<file path="config.mk">
export PLATFORM = sky130hd
export DESIGN_NAME = gradient_mag_seq_flat
export DESIGN_NICKNAME = d
export VERILOG_FILES = /design/src/rtl/gradient_mag_seq_if.sv /design/src/rtl/gradient_mag_seq.sv /design/src/flat_wrapper.sv
export SDC_FILE = /design/constraint.sdc
export NUM_CORES = 2
export LEC_CHECK = 0
export CAP_MARGIN = 10
export CORE_MARGIN = 2
export CORE_UTILIZATION = 50
export DETAILED_ROUTE_END_ITERATION = 10
export PLACE_DENSITY = 0.72
export SYNTH_ARGS = -nofsm -noshare
export SYNTH_HDL_FRONTEND = slang
export SYNTH_SLANG_ARGS = --single-unit
</file>
<file path="constraint.sdc">
create_clock -name clk -period 42.1 [get_ports clk]
set_clock_uncertainty 0.15 [all_clocks]
set_input_delay 8.42 -clock clk [delete_from_list [all_inputs] [get_ports clk]]
set_output_delay 8.42 -clock clk [all_outputs]
set_load 0.005 [all_outputs]
</file>
<file path="src/rtl/gradient_mag_seq_if.sv">
// rtl/gradient_mag_seq_if.sv - start/tile/result bundle between the Sobel stage, gradient block and NMS stage
interface gradient_mag_seq_if #(
    parameter int ROWS = 4,
    parameter int COLS = 4,
    parameter int IN_W = 9
) ();
    localparam int OUT_W = 2 * IN_W + 1;

    logic                                     grad_en;
    logic                                     mode;
    logic [ROWS-1:0][COLS-1:0][IN_W-1:0]      sobel_x;
    logic [ROWS-1:0][COLS-1:0][IN_W-1:0]      sobel_y;
    logic [ROWS-1:0][COLS-1:0][OUT_W-1:0]     grad_out;
    logic                                     busy;
    logic                                     grad_done;

    modport master (
        output grad_en, mode, sobel_x, sobel_y,
        input  grad_out, busy, grad_done
    );

    modport slave (
        input  grad_en, mode, sobel_x, sobel_y,
        output grad_out, busy, grad_done
    );
endinterface

</file>
<file path="src/rtl/gradient_mag_seq.sv">
// rtl/gradient_mag_seq.sv - tile gradient magnitude, LANES elements per cycle, 2-stage pipeline
module gradient_mag_seq #(
    parameter int ROWS   = 4,
    parameter int COLS   = 4,
    parameter int IN_W   = 9,
    parameter int LANES  = 4,
    parameter int SIGNED = 1
) (
    input  logic                clk,
    input  logic                rst,
    gradient_mag_seq_if.slave   bus
);
    localparam int N     = ROWS * COLS;
    localparam int G     = N / LANES;
    localparam int SQ_W  = 2 * IN_W;
    localparam int OUT_W = SQ_W + 1;
    localparam int GW    = (G > 1) ? $clog2(G) : 1;

    if ((N % LANES) != 0) begin : g_bad_lanes
        $error("gradient_mag_seq: LANES must divide ROWS*COLS");
    end

    typedef enum logic [1:0] {S_IDLE, S_CALC, S_FLUSH} state_t;

    // Group-major views share the flat r*COLS+c bit layout of the tile ports.
    typedef logic [G-1:0][LANES-1:0][IN_W-1:0]  in_grp_t;
    typedef logic [G-1:0][LANES-1:0][OUT_W-1:0] out_grp_t;
    typedef logic [LANES-1:0][SQ_W-1:0]         lane_t;

    state_t   state_q, state_d;
    logic [GW-1:0] cnt_q, cnt_d;
    logic     busy_q, busy_d;
    logic     done_q, done_d;
    logic     capture;
    logic     s1_load;

    in_grp_t  x_q, y_q;
    logic     mode_q;
    lane_t    s1_a_q, s1_b_q;
    logic     s1_valid_q;
    logic [GW-1:0] s1_grp_q;
    out_grp_t grad_q;

    function automatic logic [SQ_W-1:0] elem_val(input logic [IN_W-1:0] v, input logic m);
        logic [IN_W:0]          ext;
        logic [IN_W:0]          mag;
        logic signed [SQ_W-1:0] sw;
        ext = (SIGNED != 0) ? {v[IN_W-1], v} : {1'b0, v};
        mag = ext[IN_W] ? (-ext) : ext;
        sw  = SQ_W'($signed(ext));
        // Largest square always fits SQ_W bits, so the truncated product is exact.
        if (m)
            return {{(SQ_W-IN_W-1){1'b0}}, mag};
        else
            return $unsigned(sw * sw);
    endfunction

    always_ff @(posedge clk or posedge rst) begin
        if (rst) begin
            state_q <= S_IDLE;
            cnt_q   <= '0;
            busy_q  <= 1'b0;
            done_q  <= 1'b0;
        end else begin
            state_q <= state_d;
            cnt_q   <= cnt_d;
            busy_q  <= busy_d;
            done_q  <= done_d;
        end
    end

    always_comb begin
        state_d = state_q;
        cnt_d   = cnt_q;
        busy_d  = busy_q;
        done_d  = 1'b0;
        capture = 1'b0;
        s1_load = 1'b0;
        case (state_q)
            S_IDLE: begin
                if (bus.grad_en) begin
                    capture = 1'b1;
                    busy_d  = 1'b1;
                    cnt_d   = '0;
                    state_d = S_CALC;
                end
            end
            S_CALC: begin
                s1_load = 1'b1;
                if (cnt_q == GW'(G - 1))
                    state_d = S_FLUSH;
                else
                    cnt_d = cnt_q + 1'b1;
            end
            S_FLUSH: begin
                done_d  = 1'b1;
                busy_d  = 1'b0;
                state_d = S_IDLE;
            end
            default: state_d = S_IDLE;
        endcase
    end

    always_ff @(posedge clk or posedge rst) begin
        if (rst) begin
            x_q        <= '0;
            y_q        <= '0;
            mode_q     <= 1'b0;
            s1_a_q     <= '0;
            s1_b_q     <= '0;
            s1_valid_q <= 1'b0;
            s1_grp_q   <= '0;
            grad_q     <= '0;
        end else begin
            if (capture) begin
                x_q    <= bus.sobel_x;
                y_q    <= bus.sobel_y;
                mode_q <= bus.mode;
            end
            s1_valid_q <= s1_load;
            if (s1_load) begin
                s1_grp_q <= cnt_q;
                for (int l = 0; l < LANES; l++) begin
                    s1_a_q[l] <= elem_val(x_q[cnt_q][l], mode_q);
                    s1_b_q[l] <= elem_val(y_q[cnt_q][l], mode_q);
                end
            end
            if (s1_valid_q) begin
                for (int l = 0; l < LANES; l++)
                    grad_q[s1_grp_q][l] <= {1'b0, s1_a_q[l]} + {1'b0, s1_b_q[l]};
            end
        end
    end

    assign bus.grad_out  = grad_q;
    assign bus.busy      = busy_q;
    assign bus.grad_done = done_q;
endmodule

</file>
<file path="src/flat_wrapper.sv">
// flat-port wrapper written by rule: the top's interface ports become plain ports
module gradient_mag_seq_flat 
#(
    parameter int ROWS   = 4,
    parameter int COLS   = 4,
    parameter int IN_W   = 9,
    parameter int LANES  = 4,
    parameter int SIGNED = 1
)
  (clk, rst, bus_grad_en, bus_mode, bus_sobel_x, bus_sobel_y, bus_grad_out, bus_busy, bus_grad_done);
  gradient_mag_seq_if #(.ROWS(ROWS), .COLS(COLS), .IN_W(IN_W)) bus_i ();
  input  logic clk;
  input  logic rst;
  input wire logic [$bits(bus_i.grad_en)-1:0] bus_grad_en;
  input wire logic [$bits(bus_i.mode)-1:0] bus_mode;
  input wire logic [$bits(bus_i.sobel_x)-1:0] bus_sobel_x;
  input wire logic [$bits(bus_i.sobel_y)-1:0] bus_sobel_y;
  output wire logic [$bits(bus_i.grad_out)-1:0] bus_grad_out;
  output wire logic [$bits(bus_i.busy)-1:0] bus_busy;
  output wire logic [$bits(bus_i.grad_done)-1:0] bus_grad_done;
  assign bus_i.grad_en = bus_grad_en;
  assign bus_i.mode = bus_mode;
  assign bus_i.sobel_x = bus_sobel_x;
  assign bus_i.sobel_y = bus_sobel_y;
  assign bus_grad_out = bus_i.grad_out;
  assign bus_busy = bus_i.busy;
  assign bus_grad_done = bus_i.grad_done;
  gradient_mag_seq #(.ROWS(ROWS), .COLS(COLS), .IN_W(IN_W), .LANES(LANES), .SIGNED(SIGNED)) u_core (.clk(clk), .rst(rst), .bus(bus_i));
endmodule
</file>
# After elaboration in Yosys (flattened, before gate mapping)
# Cells that the tools add are included.
# totals
reg_bits	746
inputBits	292
elab_cells	144
# op_classes
n_mul	8
n_eq_ne	6
reduce_logical	7
n_addsub	13
n_mux	44
n_lt_le_gt_ge	3
# ops
operator	count
bitwise mux 304 bit	4
demux 76 bit (select 2 bit)	4
binary-select mux 36 bit (select 2 bit)	2
multiplier 9 x 9 -> 18 bit	8
2-to-1 mux 18 bit	8
2-to-1 mux 10 bit	8
negation 10 bit	8
adder 18 x 18 -> 19 bit	4
2-to-1 mux 76 bit	1
2-to-1 mux 36 bit	2
2-to-1 mux 57 bit	1
2-to-1 mux 38 bit	1
2-to-1 mux 19 bit	1
2-to-1 mux 2 bit	4
one-hot mux 2 bit (2 select lines)	2
less-than comparator 2 x 3 -> 1 bit, second input constant	2
2-to-1 mux 1 bit	5
equality test 2 bit, second input constant	2
inequality test 2 bit, second input constant	2
AND reduction 2 bit	2
nonzero test 2 bit	2
AND reduction 3 bit	1
adder 2 x 1 -> 2 bit, second input constant	1
equality test 2 x 1 -> 1 bit, second input constant	1
5 further kinds	5

# Logic depth before layout (Yosys ltp)
# depth
ltp_word	8
depth_mapped	25
mapped_depth_nobuf	23

# Least setup slack after synthesis
# OpenSTA, ideal clock, no wires.
# synth_timing
path_kind	input to register
start	input bus_grad_en
end	register u_core.x_q[100] (netlist bit)
t_required_ps	41885
slack_ps	32414
path_stages	6
arrival_time_ps	9471
path_buffers	3
cell_sequence	and2_1 clkbuf_1 clkbuf_1 clkbuf_1 nand2_1 nand2_1
# synth_between
elab_chain_cells	2
# synth_rtl
item	line_no	rtl
start, declared	flat_wrapper.sv:14	input wire logic [$bits(bus_i.grad_en)-1:0] bus_grad_en;
2-to-1 mux 1 bit	gradient_mag_seq.sv:81	if (bus.grad_en) begin
2-to-1 mux 1 bit	gradient_mag_seq.sv:79	case (state_q)
end signal, assigned	gradient_mag_seq.sv:116	x_q <= bus.sobel_x;
end, declared	gradient_mag_seq.sv:37	in_grp_t x_q, y_q;
# No other way between the ends.
# A chain may end at the register's enable or synchronous reset.

==> parameters.txt <==
Parameter                              Value

Run status
  Status    completed

Critical path
  CP endpoint kind    asynchronous set/reset pin
  Number of buffer and inverter stages on the critical path    6
  Critical setup path kind    input pin to asynchronous set/reset pin
  Cell repeated most along the worst path    buf_4
  Critical Path RT    42.51 ns
  Arrival time at the worst endpoint    around 13 ns
  Crit path launch    rst
  Highest fanout seen on the critical path    131
  Worst-path cell with the longest stage delay    buf_4
  Crit-path cells    clkdlybuf4s50_1 > inv_8 > buf_4 > buf_4 > buf_4 > buf_4
  Category of the worst setup path launch point    input pin
  Launching point of the worst reg2reg path    u_core.cnt_q[1]
  Max stage delay on crit path    0.83 ns
  Dominant delay contributor by cell family on the critical path    buffers and inverters

Timing
  # setup viols final    0
  Final period util    29.2%
  Max Clk Rate    81.4 MHz
  Number of hold-slack violations in the final timing report    0
  Sum Neg Setup Slack    0 ns
  RSZ-0062 raised after global routing    no
  Rel. slew slack    between 10% and 20%
  Total count of max-transition violations in the final report    0
  Final Critical Period    12.28 ns
  Measured slew at the worst slew-check pin    1.33 ns

Finish
  Filler cell count in the final layout    between 9,000 and 10,000
  Signed area change from the synthesized netlist to the final layout    17.4%
  Leading cell type in the layout, fill and taps excluded    nand2_1
  Most frequent cells in the layout    1,607 x nand2_1, 743 x dfrtp_1, 665 x inv_1, 597 x clkdlybuf4s50_1, 456 x o21ai_0
  Fraction of final layout cells with drive strength greater than 1    between 4 and 5%
  Layout Nets    7,573

Clocking
  CTS H-tree lvls    3
  Clock edge transition at the registers on the reported setup and hold paths    0.06 ns
  Count of hold buffers inserted by post-cts repair    0
  Total clock buffers created by CTS    79
  Buffer levels on the longest clock path    3
  Clock tree root buffer cell    clkbuf_16
  Cts repair resizes    0
  Clock tree from TritonCTS    done
  Clock tree sinks    746
  Buffers inserted by post-CTS timing repair    0
  Clock latency reported for the late side of the worst-skew pair    ~0.66 ns

Floorplanning
  Core region area    0.109 mm2
  Starting Density    50.5%
  Floorplan die width    336 um
  Chip Height    336 um
  I/O pins    598
  Die area    0.113 mm2
  Number of standard-cell rows in the floorplan    121

Drt
  Routed wl met2    between 60 and 70 mm
  DRC violation count after routing    0
  DR vias/cell    between 5 and 6
  Initial detailed-routing violation count    roughly 3,000
  Met3 Routed Length    10.1 mm
  Iteration count of the initial detailed-routing pass    6
  Highest routed metal layer    met5
  Post-Route WL    150 mm
  DR WL/cell    about 19 um
  Number of nets still failing antenna checks after routing    0
  Overall via count from detail_route    approximately 42,000
  Wire length on met1    ~70 mm

Global routing
  Number of antenna violations at the first check in global routing    7
  Global-route wire length before repair    238 mm
  Vias in the first global route    roughly 43,000
  Total GRT Usage    26.9%
  Total gr overflow    0
  Maximum number of pins on one net before global-route repair    173

Placement
  Count of port buffers added during placement    597
  DP HPWL    116 mm
  Routability congestion estimate from global placement    between 0.8 and 0.9

Logic synthesis
  FF+latch count, synth    about 750
  Area share of the leading cell type in the synthesized netlist    33.9%
  Largest cells by area after synthesis    dfrtp_1 34%, fa_1 16%, nand2_1 11%, ha_1 10%, inv_1 4.5%
  Number of nets produced by synthesis    around 7,100
  Seq/Total Area, Yosys    33.9%
  Top cell type by total area after synthesis    dfrtp_1
  Mean instance size in the synthesized netlist    9.25 um2
  Count of flip-flops with a built-in enable after synthesis    0
  Synth async-reset ratio    between 90% and 100%
  Top FF cell, synth    dfrtp_1
  Netlist cell types    65
  Netlist Area Pre-Place    0.0550 mm2
  Post-synthesis cell count    5,948
  Yosys synthesis warning count    0

Flow run
  Count of maximum capacitance violations    0

Worst hold path
  Hold Crit Start    u_core.x_q[99]
  Hold Crit Class    flop to flop
## worst reg2reg max path, cell delays in order, from the launching register on
cell and delay, ns:
dfrtp_4 0.84, buf_4 0.87, mux2i_1 0.33, mux2_2 0.54, inv_1 0.44, nand2_1 0.28
fa_1 0.44, inv_1 0.09, fa_1 0.45, fa_1 0.58, fa_1 0.45, fa_1 0.48
ha_1 0.33, o21ai_0 0.23, a21oi_1 0.12, o21a_1 0.23, a221o_1 0.36, a31oi_1 0.25
xnor2_1 0.11, a22o_1 0.20
## synth_stat cells, drive strengths merged (17+ instances only)
master and count:
a21o 59, nor3 26, mux2 27, a31oi 39, nand3 37, nand2 1608
mux4 55, dfrtp 746, nor2 177, ha 441, nand2b 53, and2 60
clkbuf 202, o21a 38, mux2i 41, fa 452, xor2 95, or3 19
inv 671, xnor2 166, a211oi 17, o21ai 475, and3 25, buf 64
o31ai 51, a21oi 135
## layout make-up
cell class | count | area [um2] | share of cell area (%)
clock buffer | 113 | 2290 | 3.54
antenna | 1 | 2.50 | 0.00387
inverter | 672 | 2530 | 3.92
tap | 1414 | 1770 | 2.74
clock inverter | 32 | 390 | 0.604
timing repair buffer | 625 | 6200 | 9.59
sequential | 746 | 18700 | 28.9
multi-input combinational | 4264 | 32800 | 50.7
## flip-flops by register name, indices dropped and copies added, names as in the netlist
name / cells
u_core.s1_grp_q: 2
u_core.mode_q: 1
u_core.s1_b_q: 72
u_core.cnt_q: 2
u_core.state_q: 2
u_core.bus.grad_out: 304
u_core.s1_valid_q: 1
u_core.x_q: 144
u_core.y_q: 144
u_core.s1_a_q: 72
u_core.bus.grad_done: 1
u_core.bus.busy: 1
## routing by layer
metal | global-route usage, % | up-vias
met3 | 4.23 | 154
met4 | 5.77 | 4
met2 | 42.8 | 1356
li1 | - | 19984
met5 | 0 | -
met1 | 39.1 | 20837
## kinds of logic (layout without fill, tap and decap cells)
| logic type | Yosys count | count (layout) | synth area share [%] |
|---|---|---|---|
| AOI/OAI and AO/OA | 931 | 931 | 10.1 |
| xor gates and xnor gates | 261 | 261 | 4.15 |
| adders and majority gates | 893 | 893 | 26.5 |
| buffers and inverters | 938 | 1442 | 6.66 |
| DFF | 746 | 746 | 33.9 |
| muxes | 123 | 123 | 3.55 |
| other | 0 | 1 | 0 |
| and+or+nand+nor | 2056 | 2056 | 15.2 |
## per-stage QoR
step,cells,area [um2],utilization [%],setup WS (ns),hold WS [ns]
6_report,7867,64600,59.3,29.82,0.317
5_1_grt,7867,64600,59.3,29.11,0.339
4_1_cts,7866,64600,59.3,29.66,0.321
3_5_place_dp,7721,61900,56.8,28.97,0.307
3_3_place_gp,7721,61900,56.8,29.00,0.302
2_1_floorplan,5948,55000,-,12.60,0.286
## worst paths after layout
check | endpoint | slack, ns | depth (start not counted)
setup / recovery | u_core.cnt_q[0] | 29.82 | 6
hold / removal | u_core.x_q[99] | 0.32 | 2
setup reg to reg | u_core.s1_a_q[53] | 34.20 | 19
hold reg to reg | u_core.x_q[99] | 0.32 | 2
max in group clk | u_core.y_q[114] | 31.29 | 6
min in group asynchronous | u_core.bus.grad_out[9] | 8.17 | 2
Power is not shown: default switching activity piles up to over one toggle a cycle in this logic, so the estimate is an artifact.
